**src/rtl/cpu_od_pkg.sv**
```systemverilog
// Shared types and encodings for the multi-cycle RV32I control path.
// Used by the control FSM and the ALU-op decoder.
package cpu_od_pkg;

  typedef enum logic [3:0] {
    S_IDLE,
    S_FETCH,
    S_DECODE,
    S_EXEC,
    S_BRANCH,
    S_JUMP,
    S_MEM,
    S_WB,
    S_TRAP
  } state_e;

  localparam logic [3:0] ALU_ADD  = 4'd0;
  localparam logic [3:0] ALU_SUB  = 4'd1;
  localparam logic [3:0] ALU_SLL  = 4'd2;
  localparam logic [3:0] ALU_SLT  = 4'd3;
  localparam logic [3:0] ALU_SLTU = 4'd4;
  localparam logic [3:0] ALU_XOR  = 4'd5;
  localparam logic [3:0] ALU_SRL  = 4'd6;
  localparam logic [3:0] ALU_SRA  = 4'd7;
  localparam logic [3:0] ALU_OR   = 4'd8;
  localparam logic [3:0] ALU_AND  = 4'd9;

  localparam logic [6:0] OP_R      = 7'b0110011;
  localparam logic [6:0] OP_I      = 7'b0010011;
  localparam logic [6:0] OP_LOAD   = 7'b0000011;
  localparam logic [6:0] OP_STORE  = 7'b0100011;
  localparam logic [6:0] OP_BRANCH = 7'b1100011;
  localparam logic [6:0] OP_JAL    = 7'b1101111;
  localparam logic [6:0] OP_JALR   = 7'b1100111;
  localparam logic [6:0] OP_LUI    = 7'b0110111;
  localparam logic [6:0] OP_AUIPC  = 7'b0010111;

  localparam logic [1:0] WD_ALU = 2'd0;
  localparam logic [1:0] WD_MEM = 2'd1;
  localparam logic [1:0] WD_PC4 = 2'd2;
  localparam logic [1:0] WD_IMM = 2'd3;

  localparam logic [1:0] PC_PLUS4 = 2'd0;
  localparam logic [1:0] PC_IMM   = 2'd1;
  localparam logic [1:0] PC_ALU   = 2'd2;

  // BGE/BGEU test the SLT/SLTU result for zero, i.e. "not less than".
  function automatic logic branch_taken(input logic [2:0] funct3, input logic zero);
    case (funct3)
      3'b000, 3'b101, 3'b111: return zero;
      3'b001, 3'b100, 3'b110: return !zero;
      default:                return 1'b0;
    endcase
  endfunction

endpackage

```
**src/rtl/mc_alu_dec.sv**
```systemverilog
// Combinational ALU operation decode from the instruction fields.
// Shared between the multi-cycle control FSM and the pipelined core.
module mc_alu_dec
  import cpu_od_pkg::*;
#(
  parameter int ALU_OP_W = 4
) (
  input  logic [6:0]          opcode,
  input  logic [2:0]          funct3,
  input  logic [6:0]          funct7,
  output logic [ALU_OP_W-1:0] alu_op
);

  logic [3:0] op;
  logic       alt;
  logic       unused_funct7;

  assign unused_funct7 = ^{funct7[6], funct7[4:0]};

  always_comb begin
    op  = ALU_ADD;
    alt = 1'b0;
    case (opcode)
      OP_R, OP_I: begin
        // For immediates bit 30 is immediate data except on the shift-right encoding.
        alt = funct7[5] && ((opcode == OP_R) || (funct3 == 3'b101));
        case (funct3)
          3'b000:  op = alt ? ALU_SUB : ALU_ADD;
          3'b001:  op = ALU_SLL;
          3'b010:  op = ALU_SLT;
          3'b011:  op = ALU_SLTU;
          3'b100:  op = ALU_XOR;
          3'b101:  op = alt ? ALU_SRA : ALU_SRL;
          3'b110:  op = ALU_OR;
          default: op = ALU_AND;
        endcase
      end
      OP_BRANCH: begin
        case (funct3[2:1])
          2'b00:   op = ALU_SUB;
          2'b10:   op = ALU_SLT;
          2'b11:   op = ALU_SLTU;
          default: op = ALU_ADD;
        endcase
      end
      default: op = ALU_ADD;
    endcase
  end

  assign alu_op = ALU_OP_W'(op);

endmodule

```
**src/rtl/mc_ctrl_fsm.sv**
```systemverilog
// Multi-cycle RV32I control FSM: sequences fetch/decode/execute/memory/writeback
// and drives datapath selects and write enables, with memory-wait timeout and trap.
module mc_ctrl_fsm
  import cpu_od_pkg::*;
#(
  parameter int ALU_OP_W    = 4,
  parameter int MEM_TIMEOUT = 15,
  parameter bit TRAP_EN     = 1'b1
) (
  input  logic                clk,
  input  logic                rst_n,
  input  logic [6:0]          opcode,
  input  logic [2:0]          funct3,
  input  logic [6:0]          funct7,
  input  logic                alu_zero,
  input  logic                mem_ready,
  output logic [ALU_OP_W-1:0] alu_op,
  output logic                rs2_imm_s,
  output logic                alu_a_s,
  output logic [1:0]          w_data_s,
  output logic [1:0]          pc_src,
  output logic                reg_write,
  output logic                ir_write,
  output logic                pc_write,
  output logic                mem_read,
  output logic                mem_write,
  output logic                trap,
  output logic                bus_err
);

  localparam int CNT_W = (MEM_TIMEOUT < 1) ? 1 : $clog2(MEM_TIMEOUT + 1);

  state_e              state_q, state_d;
  logic [CNT_W-1:0]    tmo_cnt_q, tmo_cnt_d;
  logic                bus_err_q, bus_err_d;
  logic [ALU_OP_W-1:0] dec_alu_op;
  logic                mem_state, tmo_expired, tmo_inc;
  logic                is_r, is_load, is_store, is_lui, is_auipc, is_jalr;

  mc_alu_dec #(.ALU_OP_W(ALU_OP_W)) u_alu_dec (
    .opcode (opcode),
    .funct3 (funct3),
    .funct7 (funct7),
    .alu_op (dec_alu_op)
  );

  assign is_r     = (opcode == OP_R);
  assign is_load  = (opcode == OP_LOAD);
  assign is_store = (opcode == OP_STORE);
  assign is_lui   = (opcode == OP_LUI);
  assign is_auipc = (opcode == OP_AUIPC);
  assign is_jalr  = (opcode == OP_JALR);

  // Counter saturates at MEM_TIMEOUT; the cycle spent there is the abandon cycle.
  assign mem_state   = (state_q == S_FETCH) || (state_q == S_MEM);
  assign tmo_expired = (MEM_TIMEOUT != 0) && mem_state && (tmo_cnt_q == CNT_W'(MEM_TIMEOUT));
  assign tmo_inc     = (MEM_TIMEOUT != 0) && mem_state && !mem_ready && !tmo_expired;

  always_comb begin
    tmo_cnt_d = '0;
    if (tmo_inc) tmo_cnt_d = tmo_cnt_q + CNT_W'(1);
    bus_err_d = bus_err_q | (tmo_inc && (tmo_cnt_d == CNT_W'(MEM_TIMEOUT)));
  end

  always_comb begin
    state_d   = state_q;
    alu_op    = ALU_OP_W'(ALU_ADD);
    rs2_imm_s = 1'b0;
    alu_a_s   = 1'b0;
    w_data_s  = WD_ALU;
    pc_src    = PC_PLUS4;
    reg_write = 1'b0;
    ir_write  = 1'b0;
    pc_write  = 1'b0;
    mem_read  = 1'b0;
    mem_write = 1'b0;
    trap      = 1'b0;
    unique case (state_q)
      S_IDLE: state_d = S_FETCH;
      S_FETCH: begin
        if (tmo_expired) begin
          state_d = TRAP_EN ? S_TRAP : S_FETCH;
        end else begin
          mem_read  = 1'b1;
          alu_a_s   = 1'b1;
          rs2_imm_s = 1'b1;
          if (mem_ready) begin
            ir_write = 1'b1;
            pc_write = 1'b1;
            state_d  = S_DECODE;
          end
        end
      end
      S_DECODE: begin
        case (opcode)
          OP_R, OP_I, OP_LOAD, OP_STORE, OP_LUI, OP_AUIPC: state_d = S_EXEC;
          OP_BRANCH:                                       state_d = S_BRANCH;
          OP_JAL, OP_JALR:                                 state_d = S_JUMP;
          default: state_d = TRAP_EN ? S_TRAP : S_FETCH;
        endcase
      end
      S_EXEC: begin
        alu_op    = dec_alu_op;
        rs2_imm_s = !is_r;
        alu_a_s   = is_auipc;
        w_data_s  = is_lui ? WD_IMM : WD_ALU;
        state_d   = (is_load || is_store) ? S_MEM : S_WB;
      end
      S_BRANCH: begin
        alu_op = dec_alu_op;
        if (branch_taken(funct3, alu_zero)) begin
          pc_write = 1'b1;
          pc_src   = PC_IMM;
        end
        state_d = S_FETCH;
      end
      S_JUMP: begin
        reg_write = 1'b1;
        w_data_s  = WD_PC4;
        pc_write  = 1'b1;
        pc_src    = is_jalr ? PC_ALU : PC_IMM;
        rs2_imm_s = is_jalr;
        state_d   = S_FETCH;
      end
      S_MEM: begin
        if (tmo_expired) begin
          state_d = TRAP_EN ? S_TRAP : S_FETCH;
        end else begin
          rs2_imm_s = 1'b1;
          if (is_load) begin
            mem_read  = 1'b1;
            w_data_s  = WD_MEM;
            reg_write = mem_ready;
          end else begin
            mem_write = 1'b1;
          end
          if (mem_ready) state_d = S_FETCH;
        end
      end
      S_WB: begin
        alu_op    = dec_alu_op;
        rs2_imm_s = !is_r;
        alu_a_s   = is_auipc;
        w_data_s  = is_lui ? WD_IMM : WD_ALU;
        reg_write = 1'b1;
        state_d   = S_FETCH;
      end
      S_TRAP:  trap = 1'b1;
      default: state_d = S_IDLE;
    endcase
  end

  always_ff @(posedge clk or negedge rst_n) begin
    if (!rst_n) begin
      state_q   <= S_IDLE;
      tmo_cnt_q <= '0;
      bus_err_q <= 1'b0;
    end else begin
      state_q   <= state_d;
      tmo_cnt_q <= tmo_cnt_d;
      bus_err_q <= bus_err_d;
    end
  end

  assign bus_err = bus_err_q;

endmodule

```
**config.mk**
```make
export PLATFORM = sky130hd
export DESIGN_NAME = mc_ctrl_fsm
export DESIGN_NICKNAME = d
export VERILOG_FILES = /design/src/rtl/cpu_od_pkg.sv /design/src/rtl/mc_alu_dec.sv /design/src/rtl/mc_ctrl_fsm.sv
export SDC_FILE = /design/constraint.sdc
export NUM_CORES = 1
export LEC_CHECK = 0
export BUFFER_PORTS_ARGS = -buffer_cell sky130_fd_sc_hd__buf_2
export CELL_PAD_IN_SITES_DETAIL_PLACEMENT = 1
export CELL_PAD_IN_SITES_GLOBAL_PLACEMENT = 1
export CORE_MARGIN = 3
export CORE_UTILIZATION = 36
export DETAILED_ROUTE_END_ITERATION = 16
export PLACE_DENSITY_LB_ADDON = 0.2
export SYNTH_ARGS = -nofsm -noshare
export SYNTH_HDL_FRONTEND = slang
export SYNTH_SLANG_ARGS = --single-unit
```
**constraint.sdc**
```tcl
create_clock -name clk -period 3.02 [get_ports clk]
set_input_delay 0 -clock clk [delete_from_list [all_inputs] [get_ports clk]]
set_output_delay 0 -clock clk [all_outputs]
set_load 0.02 [all_outputs]
```
# Word level (Yosys, flattened, before mapping)
# Cells that the tools add are included.
# totals
regBits	9
latch_bits	0
ramBits	0
romBits	0
in_bits	21
out_inout_bits	17
word_cells	103
n_memories	0
# classes
addsub	1
multipliers	0
div	0
order_cmp	0
n_eq_ne	30
shifts	0
mux	41
bitwise_logic	2
n_reduce_logical	26
# ops
cell	n
4-bit case mux with 7 select lines	1
4-bit 2-to-1 mux	6
4-bit case mux with 6 select lines	1
7-bit by 6-bit == test with 1-bit output, second input constant	3
7-bit == test, second input constant	3
1-bit 2-to-1 mux	20
4-bit by 3-bit == test with 1-bit output, second input constant	4
7-bit by 5-bit == test with 1-bit output, second input constant	2
3-bit == test, second input constant	4
4-bit == test, second input constant	3
4-bit case mux with 3 select lines	1
2-bit OR reduction	5
3-bit case mux with 3 select lines	1
3-bit OR reduction	3
4-bit by 2-bit == test with 1-bit output, second input constant	2
1-bit case mux with 2 select lines	4
4-bit case mux with 2 select lines	1
7-bit by 2-bit == test with 1-bit output, second input constant	1
3-bit by 2-bit == test with 1-bit output, second input constant	2
3-bit inequality test, second input constant	2
1-bit case mux with 3 select lines	2
2-bit case mux with 3 select lines	1
6-bit OR reduction	1
1-bit logical AND	5
other kinds (15)	22

# Logic depth before layout (Yosys ltp)
# logic_depth
depth_word	9
ltp_mapped	5
depth_no_buf	5

# Hierarchy
# From an unflattened synthesis, not the netlist that was laid out.
# unflattened
hier_cells	122
hier_area_um2	943.4
# modules_own_cells
mod	n_inst	cells_each	area_per_inst_um2	seq_area_each_um2
mc_ctrl_fsm	1	98	794.5	225.2
mc_alu_dec	1	24	148.9	0.0

# Least setup slack after synthesis
# OpenSTA, ideal clock, no wires.
# synth_path
path_type	register to output
start	reg tmo_cnt_q[0]
end	out reg_write
t_arrival_ps	1700
required_time_ps	3020
slack_ps	1320
path_stages_with_launch	6
path_buffers	0
path_cell_list	dfrtp_1 > ha_1 > nand3_1 > nand2_1 > or3_1 > o21ai_0
# synth_via
elab_chain_cells	4
# synth_lines
element	line	text
from (decl)	mc_ctrl_fsm.sv:34	logic [CNT_W-1:0] tmo_cnt_q, tmo_cnt_d;
from (signal assigned)	mc_ctrl_fsm.sv:160	tmo_cnt_q <= tmo_cnt_d;
4-bit == test	mc_ctrl_fsm.sv:56	assign tmo_expired = (MEM_TIMEOUT != 0) && mem_state && (tmo_cnt_q == CNT_W'(MEM_TIMEOUT));
1-bit logical AND	mc_ctrl_fsm.sv:56	
1-bit 2-to-1 mux	mc_ctrl_fsm.sv:126	if (tmo_expired) begin
1-bit case mux with 2 select lines	mc_ctrl_fsm.sv:78	unique case (state_q)
to (decl)	mc_ctrl_fsm.sv:22	output logic reg_write,
# Every way passes these cells.

# Worst setup path in the final report
# layout_path
start	reg state_q[0]
end	out alu_op[3]
# layout_via
elab_chain_cells	3
elab_cells_between_ends	5
cone_classes	eq/ne: 3; mux: 1; reduce/logical: 1
# layout_lines
element	line	text
from (decl)	mc_ctrl_fsm.sv:33	state_e state_q, state_d;
from (signal assigned)	mc_ctrl_fsm.sv:159	state_q <= state_d;
4-bit by 3-bit == test with 1-bit output or 4-bit by 2-bit == test with 1-bit output (tied branches)	mc_ctrl_fsm.sv:78	
3-bit OR reduction (no line) (*)	-	
4-bit 2-to-1 mux (*)	mc_ctrl_fsm.sv:78	
to (decl)	mc_ctrl_fsm.sv:17	output logic [ALU_OP_W-1:0] alu_op,
# Every way passes the cells marked *; elsewhere a longest branch is shown, timed or not.

==> metrics <==
status=completed; clk root buf=clkbuf_4; YS warnings=0; worst slew pin tran=538 ps; Reg2Reg Depth=4; RSZ-0062 raised after global routing=no; Hold Crit Class=in2reg; sequential area share after synthesis=a little under a quarter; drt initial violations=31; Main synth FF type=dfrtp_1; Net count, final=about 170; Routed WL per cell=about 15 um; Crit path depth=5; number of setup buffers added after CTS=0; Power Dens Cells=around 630 nW/um^2; Synth cell types=50; top achievable clock speed=slightly below 0.5 GHz; area delta synth->final=18.9%; Post-route DRC=0; CP Launch Type=register; final setup violation count=0; ys async rst share=100%; Max Slew Vio Count=0; Hold Path Origin=mem_ready; synthesized area=940 um^2; Die Y=~57 um; CTS-repair resized insts=0; IO Count=38; TritonCTS Buffers=3; Tcrit/Tclk final=between 60% and 70%; share of post-route cells with drive strength above 1=between 20 and 30%; commonest non-fill, non-tap cell in the layout=buf_2; R2R Path End=state_q[1]$_DFFE_PN0P_; Placed Area=around 1100 um^2; first-pass GRT wire length=~4700 um; synthesized flop and latch total=9; largest net degree at the start of global routing=15; Syn Area/Cell=between 7 and 8 um^2; Fin. Hold Viols=0; critical path class=reg2out; crit-path max FO=14; Slew HR=between 60% and 70%; initial core utilization=approximately 40%; Worst path max stage delay=~560 ps; Post-Route WL=2640 um; crit path time final=between 2000 and 2500 ps; Post-DRT Antenna Nets=0; Die X=between 50 and 60 um; Worst-Skew Late Latency=around 250 ps; Hold WS=50.9 ps; TritonRoute pass-1 iters=4; Num Clock Sinks=9; synthesized instance count=about 120; Clock transition at path regs=roughly 60 ps; largest delay contributor family on the critical path=simple AND/OR/NAND/NOR gates; fin area=approximately 1100 um^2; CTS Buffer Depth=2; Clock Skews=~4.8 ps; critical path arrival=between 2000 and 2500 ps; Worst Setup End Kind=output pin; vias in the first global route=1038; FF-to-FF setup slack=around 1200 ps; Detail Placement HPWL=2200 um; Critical Path Start=state_q[0]$_DFFE_PN0P_; most frequent cells in the layout=buf_2 (31), nand2_1 (13), nor2_1 (10); cell chain of the critical path=nand2_1 > a21boi_0 > nor3b_1 > and4_1 > buf_2; Row Count=17; worst r2r src=state_q[0]$_DFFE_PN0P_; setup_tns=0 ps; Post-synth EDFFs=0; antenna diode count=0; GRT Residual Overflow=0; total of max-cap violations=0; # fillers=314; WP data required=about 3000 ps; initial antenna violation count=0; mean number of vias per cell=~5.7; Peak VDD IR=0.435 mV; Lkg Pwr=between 0.5 and 0.6 nW; Crit-path slowest cell=dfrtp_1; CTS H-Tree Depth=1; Die ar.=roughly 3300 um^2; gr usage total=17.6%; count of buffers from port buffering=31; Setup crit end=alu_op[3]; vias=around 1000; hold buffers post-CTS=1; Crit path buffers/inverters=1; syn nets=approximately 140; RePlAce Congestion=roughly 0.75; core area=2340 um^2; TritonCTS clock tree=done
==> logic make-up after synthesis <==
group,count (synthesis),share of synthesized area [%]
AOI/OAI and AO/OA,25,19.0
adders and majority gates,1,1.33
buffers and inverters,12,7.19
xor gates and xnor gates,3,2.80
muxes,2,2.26
and+or+nand+nor,67,43.4
DFF,9,24.0
==> through the flow <==
stage                     utilization (%)  power (W)  cells  setup slack [ps]
after floorplan                         -   0.000525    119              1320
after global placement               46.2   0.000609    171              1180
after detailed placement             46.2   0.000623    171              1130
after CTS                            47.8   0.000715    176               959
after global routing                 47.8   0.000773    176               740
final                                47.8   0.000703    176              1010
==> worst register-to-register path: cells and delay by family, from the launching register on <==
| kind | cells | cell delay [ps] |
|---|---|---|
| simple gates | 2 | 580 |
| flops | 1 | 560 |
| mux | 1 | 370 |
| compound gates | 1 | 250 |
==> registers in the layout, summed over array words and instances (netlist names) <==
| register | cells |
|---|---|
| bus_err | 1 |
| state_q | 4 |
| tmo_cnt_q | 4 |
==> layer usage <==
metal  global-route usage [%]  up-vias  routed length [um]
met4                     1.99        0                  13
met2                     31.5       22                1320
met3                     3.85        2                  84
met1                     22.3      476                1230
li1                         -      502                   -
met5                        0        -                   0
==> where the power goes <==
| group | internal [W] | switching [W] | total (W) |
|---|---|---|---|
| registers | 0.000149 | 0.0000712 | 0.000220 |
| logic | 0.000168 | 0.000227 | 0.000395 |
| clock network | 0.0000506 | 0.0000368 | 0.0000874 |
==> synth_stat cells (3+ instances only) <==
library cell | n | area share, %
nor3_1 | 5 | 2.7
nor4_1 | 3 | 2.0
nand3b_1 | 4 | 3.2
nand2_1 | 13 | 5.2
nand3_1 | 6 | 3.2
clkbuf_1 | 3 | 1.2
nor2_1 | 10 | 4.0
nor3b_1 | 4 | 3.2
inv_1 | 5 | 2.0
o21ai_0 | 6 | 3.2
a21boi_0 | 3 | 2.4
dfrtp_1 | 9 | 24
a211oi_1 | 3 | 2.4
==> layout make-up <==
| class | count | area [um^2] | area share, % |
|---|---|---|---|
| multi-input cells | 98 | 647 | 57.9 |
| flip-flops and latches | 9 | 225 | 20.2 |
| repair buffers | 32 | 165 | 14.8 |
| well taps | 28 | 35.0 | 3.14 |
| clock buffers | 4 | 26.3 | 2.35 |
| inverters | 5 | 18.8 | 1.68 |
==> worst min-delay path by stage <==
stage | endpoint | slack, ps | cells past startpoint
after floorplan | bus_err$_DFF_PN0_ | -300 | 0
after global placement | bus_err$_DFF_PN0_ | -150 | 1
after detailed placement | tmo_cnt_q[2]$_DFF_PN0_ | -140 | 1
after CTS | tmo_cnt_q[3]$_DFF_PN0_ | 40 | 2
after global routing | tmo_cnt_q[3]$_DFF_PN0_ | 70 | 2
final | tmo_cnt_q[2]$_DFF_PN0_ | 50 | 2
Power figures use the tool's default switching activity.
